<file path="config.mk">
export PLATFORM = sky130hd
export DESIGN_NAME = sdram_ch1_arbiter
export DESIGN_NICKNAME = d
export VERILOG_FILES = /design/src/rtl/sdram_ch1_arbiter.sv
export SDC_FILE = /design/constraint.sdc
export NUM_CORES = 1
export LEC_CHECK = 0
export ABC_AREA = 1
export BUFFER_PORTS_ARGS = -buffer_cell sky130_fd_sc_hd__buf_2
export CELL_PAD_IN_SITES_DETAIL_PLACEMENT = 2
export CELL_PAD_IN_SITES_GLOBAL_PLACEMENT = 2
export CORE_MARGIN = 5
export CORE_UTILIZATION = 23
export DETAILED_ROUTE_END_ITERATION = 7
export PLACE_DENSITY = 0.83
export RECOVER_POWER = 25
export SETUP_SLACK_MARGIN = 0.02
export SLEW_MARGIN = 20
export SYNTH_ARGS = -nofsm -noshare
export SYNTH_HDL_FRONTEND = slang
export SYNTH_SLANG_ARGS = --single-unit
</file>
<file path="constraint.sdc">
create_clock -name clk1x -period 2.85 [get_ports clk1x]
set_clock_uncertainty 0.2 [all_clocks]
set_input_delay 0.285 -clock clk1x [delete_from_list [all_inputs] [get_ports clk1x]]
set_output_delay 0.285 -clock clk1x [all_outputs]
set_load 0.01 [all_outputs]
</file>
<file path="src/rtl/sdram_ch1_arbiter.sv">
// sdram_ch1_arbiter: round-robin sharing of SDRAM channel 1 between three N64 clients, with watchdog
module sdram_ch1_arbiter #(
  parameter int ADDR_W  = 27,
  parameter int DATA_W  = 32,
  parameter int TIMEOUT = 4095
) (
  input  logic                      clk1x,
  input  logic                      reset,
  input  logic [2:0]                req_ena,
  input  logic [2:0]                req_rnw,
  input  logic [3*ADDR_W-1:0]       req_addr,
  input  logic [3*(DATA_W/8)-1:0]   req_be,
  input  logic [3*DATA_W-1:0]       req_dataWrite,
  output logic [2:0]                req_done,
  output logic [DATA_W-1:0]         req_dataRead,
  output logic                      sdram_ena,
  output logic                      sdram_rnw,
  output logic [ADDR_W-1:0]         sdram_Adr,
  output logic [DATA_W/8-1:0]       sdram_be,
  output logic [DATA_W-1:0]         sdram_dataWrite,
  input  logic                      sdram_done,
  input  logic [DATA_W-1:0]         sdram_dataRead,
  output logic                      busy,
  output logic [1:0]                grant,
  output logic                      timeout_error
);
  localparam int BE_W = DATA_W / 8;
  localparam int CW = TIMEOUT > 0 ? $clog2(TIMEOUT + 1) : 1;
  localparam logic [CW-1:0] TLAST = CW'(TIMEOUT > 0 ? TIMEOUT - 1 : 0);
  typedef enum logic [1:0] {IDLE, WAIT, HOLD} state_t;
  state_t state, state_nx;
  logic [1:0] last_grant, first, second, sel;
  logic [CW-1:0] cnt;
  logic expire, start, finish;
  // Rotation order after last_grant, watchdog expiry and next-state decision
  always_comb begin
    first = last_grant == 2'd2 ? 2'd0 : last_grant + 2'd1;
    second = last_grant == 2'd0 ? 2'd2 : last_grant - 2'd1;
    sel = req_ena[first] ? first : req_ena[second] ? second : last_grant;
    expire = TIMEOUT != 0 && cnt == TLAST;
    start = state == IDLE && |req_ena;
    finish = state == WAIT && (sdram_done || expire);
    state_nx = start ? WAIT : finish ? HOLD : state == HOLD ? IDLE : state;
  end
  // State register
  always_ff @(posedge clk1x) begin
    if (reset) state <= IDLE;
    else state <= state_nx;
  end
  // Command capture at grant, completion handling and watchdog counter
  always_ff @(posedge clk1x) begin
    if (reset) begin
      last_grant <= 2'd2;
      grant <= '0;
      sdram_ena <= 1'b0;
      sdram_rnw <= 1'b0;
      sdram_Adr <= '0;
      sdram_be <= '0;
      sdram_dataWrite <= '0;
      req_done <= '0;
      req_dataRead <= '0;
      timeout_error <= 1'b0;
      cnt <= '0;
    end else begin
      sdram_ena <= 1'b0;
      req_done <= '0;
      if (start) begin
        grant <= sel;
        last_grant <= sel;
        sdram_ena <= 1'b1;
        sdram_rnw <= req_rnw[sel];
        sdram_Adr <= req_addr[sel*ADDR_W +: ADDR_W];
        sdram_be <= req_be[sel*BE_W +: BE_W];
        sdram_dataWrite <= req_dataWrite[sel*DATA_W +: DATA_W];
      end
      if (state == WAIT) cnt <= cnt + 1'b1;
      if (finish) begin
        req_done[grant] <= 1'b1;
        if (sdram_done && sdram_rnw) req_dataRead <= sdram_dataRead;
        if (!sdram_done) timeout_error <= 1'b1;
      end
      if (state == HOLD) cnt <= '0;
    end
  end
  assign busy = state != IDLE;
endmodule

</file>
### Yosys cells after proc, flatten, opt, wreduce, memory -nomap -nowiden

Cells that the tools add are included.

| operators by class | value |
|---|---|
| $add $sub $neg | 3 |
| $mul | 1 |
| magnitude comparators | 5 |
| equal/unequal tests | 4 |
| shifts and indexed selects | 3 |
| mux-type cells | 16 |
| bitwise logic cells | 2 |
| reductions and logical operators | 16 |

Operator list:

| kind | number |
|---|---|
| $shiftx 96x8->32 | 1 |
| $shiftx 81x8->27 | 1 |
| $add 12x1->12 const B | 1 |
| $eq 12x12->1 const B | 1 |
| $lt 2x3->1 const B | 4 |
| $mux 2 | 6 |
| $shiftx 12x5->4 | 1 |
| $mul 2x5->7 const B | 1 |
| $bmux 1 s2 | 3 |
| $mux 1 | 6 |
| $reduce_or 2->1 | 3 |
| $eq 2x2->1 const B | 2 |
| $logic_and 1x1->1 | 4 |
| $logic_not 2->1 | 2 |
| $reduce_and 2->1 | 2 |
| $reduce_bool 2->1 | 2 |
| $reduce_bool 3->1 | 1 |
| $reduce_or 3->1 | 1 |
| $add 2x1->2 const B | 1 |
| $demux 1 s2 | 1 |
| $eq 2x1->1 const B | 1 |
| $ge 2x1->1 const B | 1 |
| $not 1->1 | 2 |
| $sub 2x1->2 const B | 1 |
| $logic_or 1x1->1 | 1 |

| word-level totals | value |
|---|---|
| bits in registers | 119 |
| bits of input ports | 230 |
| output and inout port bits | 104 |
| word-level logic and storage cells | 63 |

### Logic depth before layout (Yosys ltp)

Gate-level depths: netlist of run 1.

| depth | value |
|---|---|
| depth in word-level cells | 8 |
| depth in mapped cells | 15 |
| depth with buffers taken out | 14 |

### Worst setup path after synthesis of run 1

No wires, ideal clock.

| timing | value |
|---|---|
| path type | reg-to-reg |
| from | reg grant[0] (netlist name) |
| to | reg sdram_Adr[19] |
| setup time | 114 ps |
| data arrival time | 1,787 ps |
| data required time | 2,536 ps |
| setup slack | 749 ps |
| stages on the path, launching flop included | 14 |
| path buffers | 2 |
| period minus slack after synthesis | 2,101 ps |
| cells stage by stage | dfxtp_1 > inv_1 > ha_1 > o21bai_2 > nand2_1 > nand2_1 > nand2_1 > nand2_1 > nand3_1 > buf_4 > buf_2 > nor2_1 > nor2_1 > nand2_1 |

RTL lines:

| element | line | source |
|---|---|---|
| end signal, assigned | 72 | `sdram_Adr <= req_addr[sel*ADDR_W +: ADDR_W];` |
| end, declared | 18 | `output logic [ADDR_W-1:0] sdram_Adr,` |

==> results of run 1 <==
==> final cells by class <==
cell class                 instances  area [sq um]
clock inverter                    15           184
inverter                         138           518
clock buffer                      17           425
tap                              384           480
timing repair buffer             492          3270
fill                            3441         18100
sequential                       118          2360
multi-input combinational        732          3540
antenna                           14          35.0
==> report_power, final <==
group	switching (W)	total (W)	internal, W
clock	0.000987	0.00232	0.00133
sequential	0.000187	0.00218	0.00199
combinational	0.00398	0.00589	0.00190
total	0.00516	0.0104	0.00523
==> synth_stat cells, types with 2 or more instances <==
library cell  number
ha_1               6
xor2_1             2
buf_2             30
a21oi_1            8
buf_1              3
nand3_2           40
inv_1            135
nor3_1             4
inv_2              3
nand2_1          202
nand2_2            3
buf_4              7
nand3_1           97
nand3b_1          45
buf_12             4
nor2_2             2
clkbuf_1          14
o21ai_0           41
buf_6              6
dfxtp_1          118
nor2_1           269
a31oi_1            3
o21a_1             2
==> critical path, delay by kind of cell, from the launching register on <==
family	cells	cell delay [ps]
simple gates	8	840
compound gates	1	260
flops	1	310
fa+ha+maj	1	290
buf+inv	4	650
==> layer usage <==
metal,wire length (microns),GRT usage [%],vias to the layer above
met5,21,0,-
met2,19900,41.5,333
li1,-,-,4146
met4,2040,11.8,4
met1,14900,24.1,4248
met3,2110,5.26,111
==> state kept, by name (all words and copies together), names as in the netlist <==
signal,count
sdram_Adr,27
req_dataRead,32
last_grant,1
sdram_rnw,1
cnt,12
sdram_ena,1
req_done,3
timeout_error,1
grant,2
sdram_dataWrite,32
state,2
sdram_be,4
==> worst paths after layout <==
kind	startpoint	endpoint	slack [ps]
worst max-delay path	grant[0]	sdram_Adr[5]	170
worst min-delay path	req_be[10]	sdram_be[2]	20
worst max register to register	grant[0]	sdram_Adr[5]	170
worst min register to register	cnt[5]	cnt[5]	280
==> metrics by stage <==
stage / util (%) / hold slack [ps]
after floorplan: - / 170
after global placement: 30.4 / 236
after detailed placement: 30.4 / 264
after CTS: 37.4 / 0.403
after global routing: 37.4 / 29.2
final: 37.4 / 21.9
==> cell families after synthesis <==
logic type      after synthesis
simple gates                664
buf+inv                     203
flops                       118
compound gates               59
fa+ha+maj                     6
xor+xnor                      2
==> what timing repair did <==
| action | CTS | global route |
|---|---|---|
| gates resized for setup | 0 | 4 |
| endpoints found under the hold margin | 91 | 0 |
| buffers inserted | 0 | 1 |
| hold buffers | 139 | 0 |
| endpoints found under the setup margin | 0 | 57 |
==> impl_metrics.csv, run 1 <==
group,metric,value,unit
timing,fin_crit,2680,ps
synthesis,synth-edff-count,0,
synthesis,synth_fp_nets,1288,
clock_network,numCtsBuffers,17,
synthesis,async_reset_ff_share,0,%
clock_network,clock-sinks,118,
detailed_routing,drt-vias-per-instance,4.63,
synthesis,synth-compound-area-share,4.76,%
clock_network,worstSkewPairLatency,430,ps
critical_path,slowest_stage,"dfxtp_1",
timing,slew_viol_final,0,
placed_design,port_buffers,333,
placed_design,place_area,8810,sq um
layout,final_common_cell,"buf_2",
layout,drive_gt1_share,25.7,%
timing,hold_viol_final,0,
placed_design,dp_cells,1723,
critical_path,worstPathCellList,"inv_1 > ha_2 > inv_2 > nand2_1 > nand2_1 > o21ai_2 > inv_2 > nand2_8 > nand2_2 > buf_4 > nand2_1 > nand2_1 > nand2_1 > nand2_1",
timing,min_period_over_period,94.1,%
synthesis,synth_top_family_by_area,"simple AND/OR/NAND/NOR gates",
global_route,grt_antenna_before_repair,15,
critical_path,crit_path_end_kind,"register",
die,die_w,182,microns
synthesis,synth_fa_ha_area_share,1.11,%
layout,area_growth,59.4,%
pwr,leakagePower,5.48,nW
synthesis,ys_seq_elements,118,
synthesis,synthMuxAreaShare,0,%
timing,tightest_slew,1050,ps
pwr,p_total,0.0104,W
detailed_routing,wirelength,39000,microns
layout,instances_no_fill,1910,
global_route,grt_pass1_wl,58900,microns
detailed_routing,wire_per_inst,20.4,microns
clock_network,clockBufferDepth,2,
synthesis,synth.distinct_cells,31,
critical_path,path_class,"register to register",
global_route,track_usage,22.6,%
detailed_routing,vias,8842,
global_route,first_global_vias,10200,
die,rows,62,
detailed_routing,drtPass1Iterations,4,
layout,most-common-layout-cells,"buf_2 (279), nor2_1 (270), nand2_1 (201), dlygate4sd3_1 (139), inv_1 (134)",
detailed_routing,postRouteAntennaNets,0,
synthesis,synth_warnings,0,
synthesis,syn-cell-area,6780,sq um
die,core,28900,sq um
die,ios,334,
critical_path,slowest_delay,310,ps
status,status,"completed",
critical_path,cp.required,2940,ps
critical_path,cp_max_fo,23,
synthesis,yosysTopAreaCell,"dfxtp_1",
placed_design,hpwl,23700,microns
pwr,powerDensity,961,nW/um^2
synthesis,synth-simple-area-share,45.1,%
layout,final_area,10800,sq um
critical_path,critPathMostFrequentCell,"nand2_1",
die,start_util,23.4,%
clock_network,clock_tree.root_cell,"clkbuf_16",
synthesis,avgSynthCellArea,6.45,sq um
synthesis,synth_cells,1052,
die,dieArea,33000,sq um
hold_path,hold_class,"primary input to register",
hold_path,holdPathStages,5,
run,cap_violations,0,
clock_network,clk_pin_slew,60,ps
pwr,vdd_drop_max,0.000653,V
timing,relSlewSlack,29.9,%
critical_path,critPathLaunchType,"register",
global_route,grt_overflow_total,0,
detailed_routing,initialDrtViolationCount,301,
clock_network,htree_levels,4,
synthesis,synth_top_area_share,34.8,%
synthesis,synth_ff_type,"dfxtp_1",
layout,layout.nets,1735,
critical_path,arrival,2780,ps
die,die_h,182,microns
synthesis,yosysSeqAreaShare,34.8,%
clock_network,cts_tree,"done",
global_route,grt_max_degree,65,
timing,fin_setup_tns,0,ps
synthesis,synthXorXnorAreaFrac,0.258,%
timing,rsz0062_at_grt,"no",
timing,setup_slack,169,ps
critical_path,worst-r2r-cell-count,14,
timing,max_freq,373,MHz
placed_design,dp_slack,178,ps
synthesis,synth.area.top_cells,"dfxtp_1 (35%), nor2_1 (15%), nand2_1 (11%), inv_1 (7.5%), nand3_1 (7.2%)",
detailed_routing,drc,0,
timing,setup_violations,0,
placed_design,globalplace.congestion,0.822,
(Power assumes the default switching activity.)
==> run 2, diff against run 1 <==
MAX_ROUTING_LAYER = met4   (was unset)
RECOVER_POWER = 50   (was 25)
SLEW_MARGIN = 25   (was 20)
==> impl_metrics.csv, run 2 (synthesized netlist as in run 1, its figures left out) <==
group,metric,value,unit
status,status,"completed",
global_route,use_met1,24.1,%
global_route,first_global_vias,10300,
timing,max_freq,370,MHz
timing,setup_violations,0,
timing,min_period_over_period,94.8,%
clock_network,numCtsBuffers,17,
layout,final_common_cell,"nor2_1",
global_route,gr-usage-met3,5.30,%
run,cap_violations,0,
layout,drive_gt1_share,22.2,%
clock_network,clock-sinks,118,
critical_path,worstPathCellList,"inv_1 > ha_2 > inv_2 > nand2_1 > nand2_1 > o21ai_2 > nand3_4 > buf_12 > nand3_2 > nor2_1 > nor2_1 > nand2_1",
clock_network,cts_tree,"done",
layout,area_growth,58.6,%
global_route,top_usage_layer,"met2",
detailed_routing,initialDrtViolationCount,289,
critical_path,slowest_stage,"nand3_4",
global_route,grt_pass1_wl,58800,microns
die,die_h,182,microns
global_route,grt_antenna_before_repair,15,
layout,most-common-layout-cells,"nor2_1 (271), buf_2 (228), nand2_1 (201), dlygate4sd3_1 (139), inv_1 (134)",
global_route,grt_max_degree,65,
critical_path,critPathLaunchType,"register",
critical_path,critPathMostFrequentCell,"nand2_1",
critical_path,path_class,"register to register",
detailed_routing,drc,0,
detailed_routing,wirelength,39300,microns
pwr,powerDensity,964,nW/um^2
timing,tightest_slew,706,ps
timing,relSlewSlack,52.7,%
clock_network,clockBufferDepth,2,
placed_design,hpwl,23700,microns
die,ios,334,
critical_path,cp_max_fo,32,
clock_network,clk_pin_slew,60,ps
clock_network,htree_levels,4,
detailed_routing,postRouteAntennaNets,0,
die,core,28900,sq um
critical_path,cp.required,2950,ps
placed_design,globalplace.congestion,0.834,
critical_path,arrival,2800,ps
critical_path,crit_path_end_kind,"register",
timing,hold_viol_final,0,
die,rows,62,
die,die_w,182,microns
hold_path,hold_class,"primary input to register",
layout,fill_cells,3451,
detailed_routing,vias,8884,
timing,slew_viol_final,0,
clock_network,clock_tree.root_cell,"clkbuf_16",
pwr,leakagePower,5.28,nW
layout,layout.nets,1735,
placed_design,dp_cells,1723,
timing,fin_crit,2700,ps
global_route,globalRouteMet2Util,41.6,%
placed_design,port_buffers,333,
die,start_util,23.4,%
clock_network,worstSkewPairLatency,430,ps
layout,instances_no_fill,1915,
global_route,track_usage,23.3,%
layout,top_regs,"req_dataRead x32, sdram_dataWrite x32, sdram_Adr x27",
detailed_routing,wire_per_inst,20.5,microns
pwr,vdd_drop_max,0.000662,V
pwr,p_total,0.0104,W
detailed_routing,drt-vias-per-instance,4.64,
detailed_routing,drtPass1Iterations,4,
die,dieArea,33000,sq um
global_route,grt_overflow_total,0,
critical_path,slowest_delay,350,ps
==> run 2: cell count changes in the layout (fill, tap and decap cells not counted) <==
cell        delta
clkbuf_1      +51
diode_2        +5
inv_2          -1
nor2_1         +1
buf_2         -51
nor2_2         -1
clkinvlp_4     +1
==> run 2: layout make-up <==
cell class                 count  area [sq um]  share of cell area (%)
inverter                     138           522                    4.85
timing repair buffer         492          3210                    29.8
clock inverter                15           184                    1.71
clock buffer                  17           425                    3.95
multi-input combinational    732          3540                    32.9
antenna                       19          47.5                   0.442
sequential                   118          2360                    21.9
tap                          384           480                    4.46
==> run 2: final timing paths <==
kind	endpoint	startpoint	cells past startpoint	slack, ps
setup reg to reg	sdram_dataWrite[5]	grant[0]	12	150
hold / removal	sdram_be[2]	req_be[10]	5	20
hold reg to reg	cnt[5]	cnt[5]	1	280
setup / recovery	sdram_dataWrite[5]	grant[0]	12	150
==> run 2: stage by stage <==
step                util, %  setup slack, ps  setup TNS (ps)  hold slack, ps  cell area [sq um]
floorplan                 -              749               0             170               6780
global placement       30.4              278               0             236               8810
detailed placement     30.4              178               0             264               8810
CTS                    37.4              142               0           0.403              10800
global route           37.2            -23.2           -23.2            29.2              10800
finish                 37.2              149               0            17.3              10800
==> run 2: per-layer routing <==
layer  routed length (microns)  up-vias  share of wire, %
met5                         0        -                 0
met4                      1950        0               5.0
met3                      2320      111               5.9
met2                     20100      355                51
met1                     14900     4264                38
li1                          -     4154                 -
==> run 2: power by group <==
part           internal, W  switching [W]  total (W)
sequential         0.00199       0.000189    0.00218
clock              0.00133       0.000994    0.00233
combinational      0.00186        0.00400    0.00587
==> run 2: what timing repair did <==
action / in CTS / in global routing
hold buffers: 139 / 0
gates resized for setup: 0 / 5
setup buffers: 0 / 1
setup endpoints to repair: 0 / 58
endpoints found under the hold margin: 91 / 0
==> run 2: critical path, delay by kind of cell (launching register included) <==
family	cells	cell delay [ps]
compound gates	1	260
fa+ha+maj	1	300
buf+inv	3	590
flops	1	310
simple gates	7	890
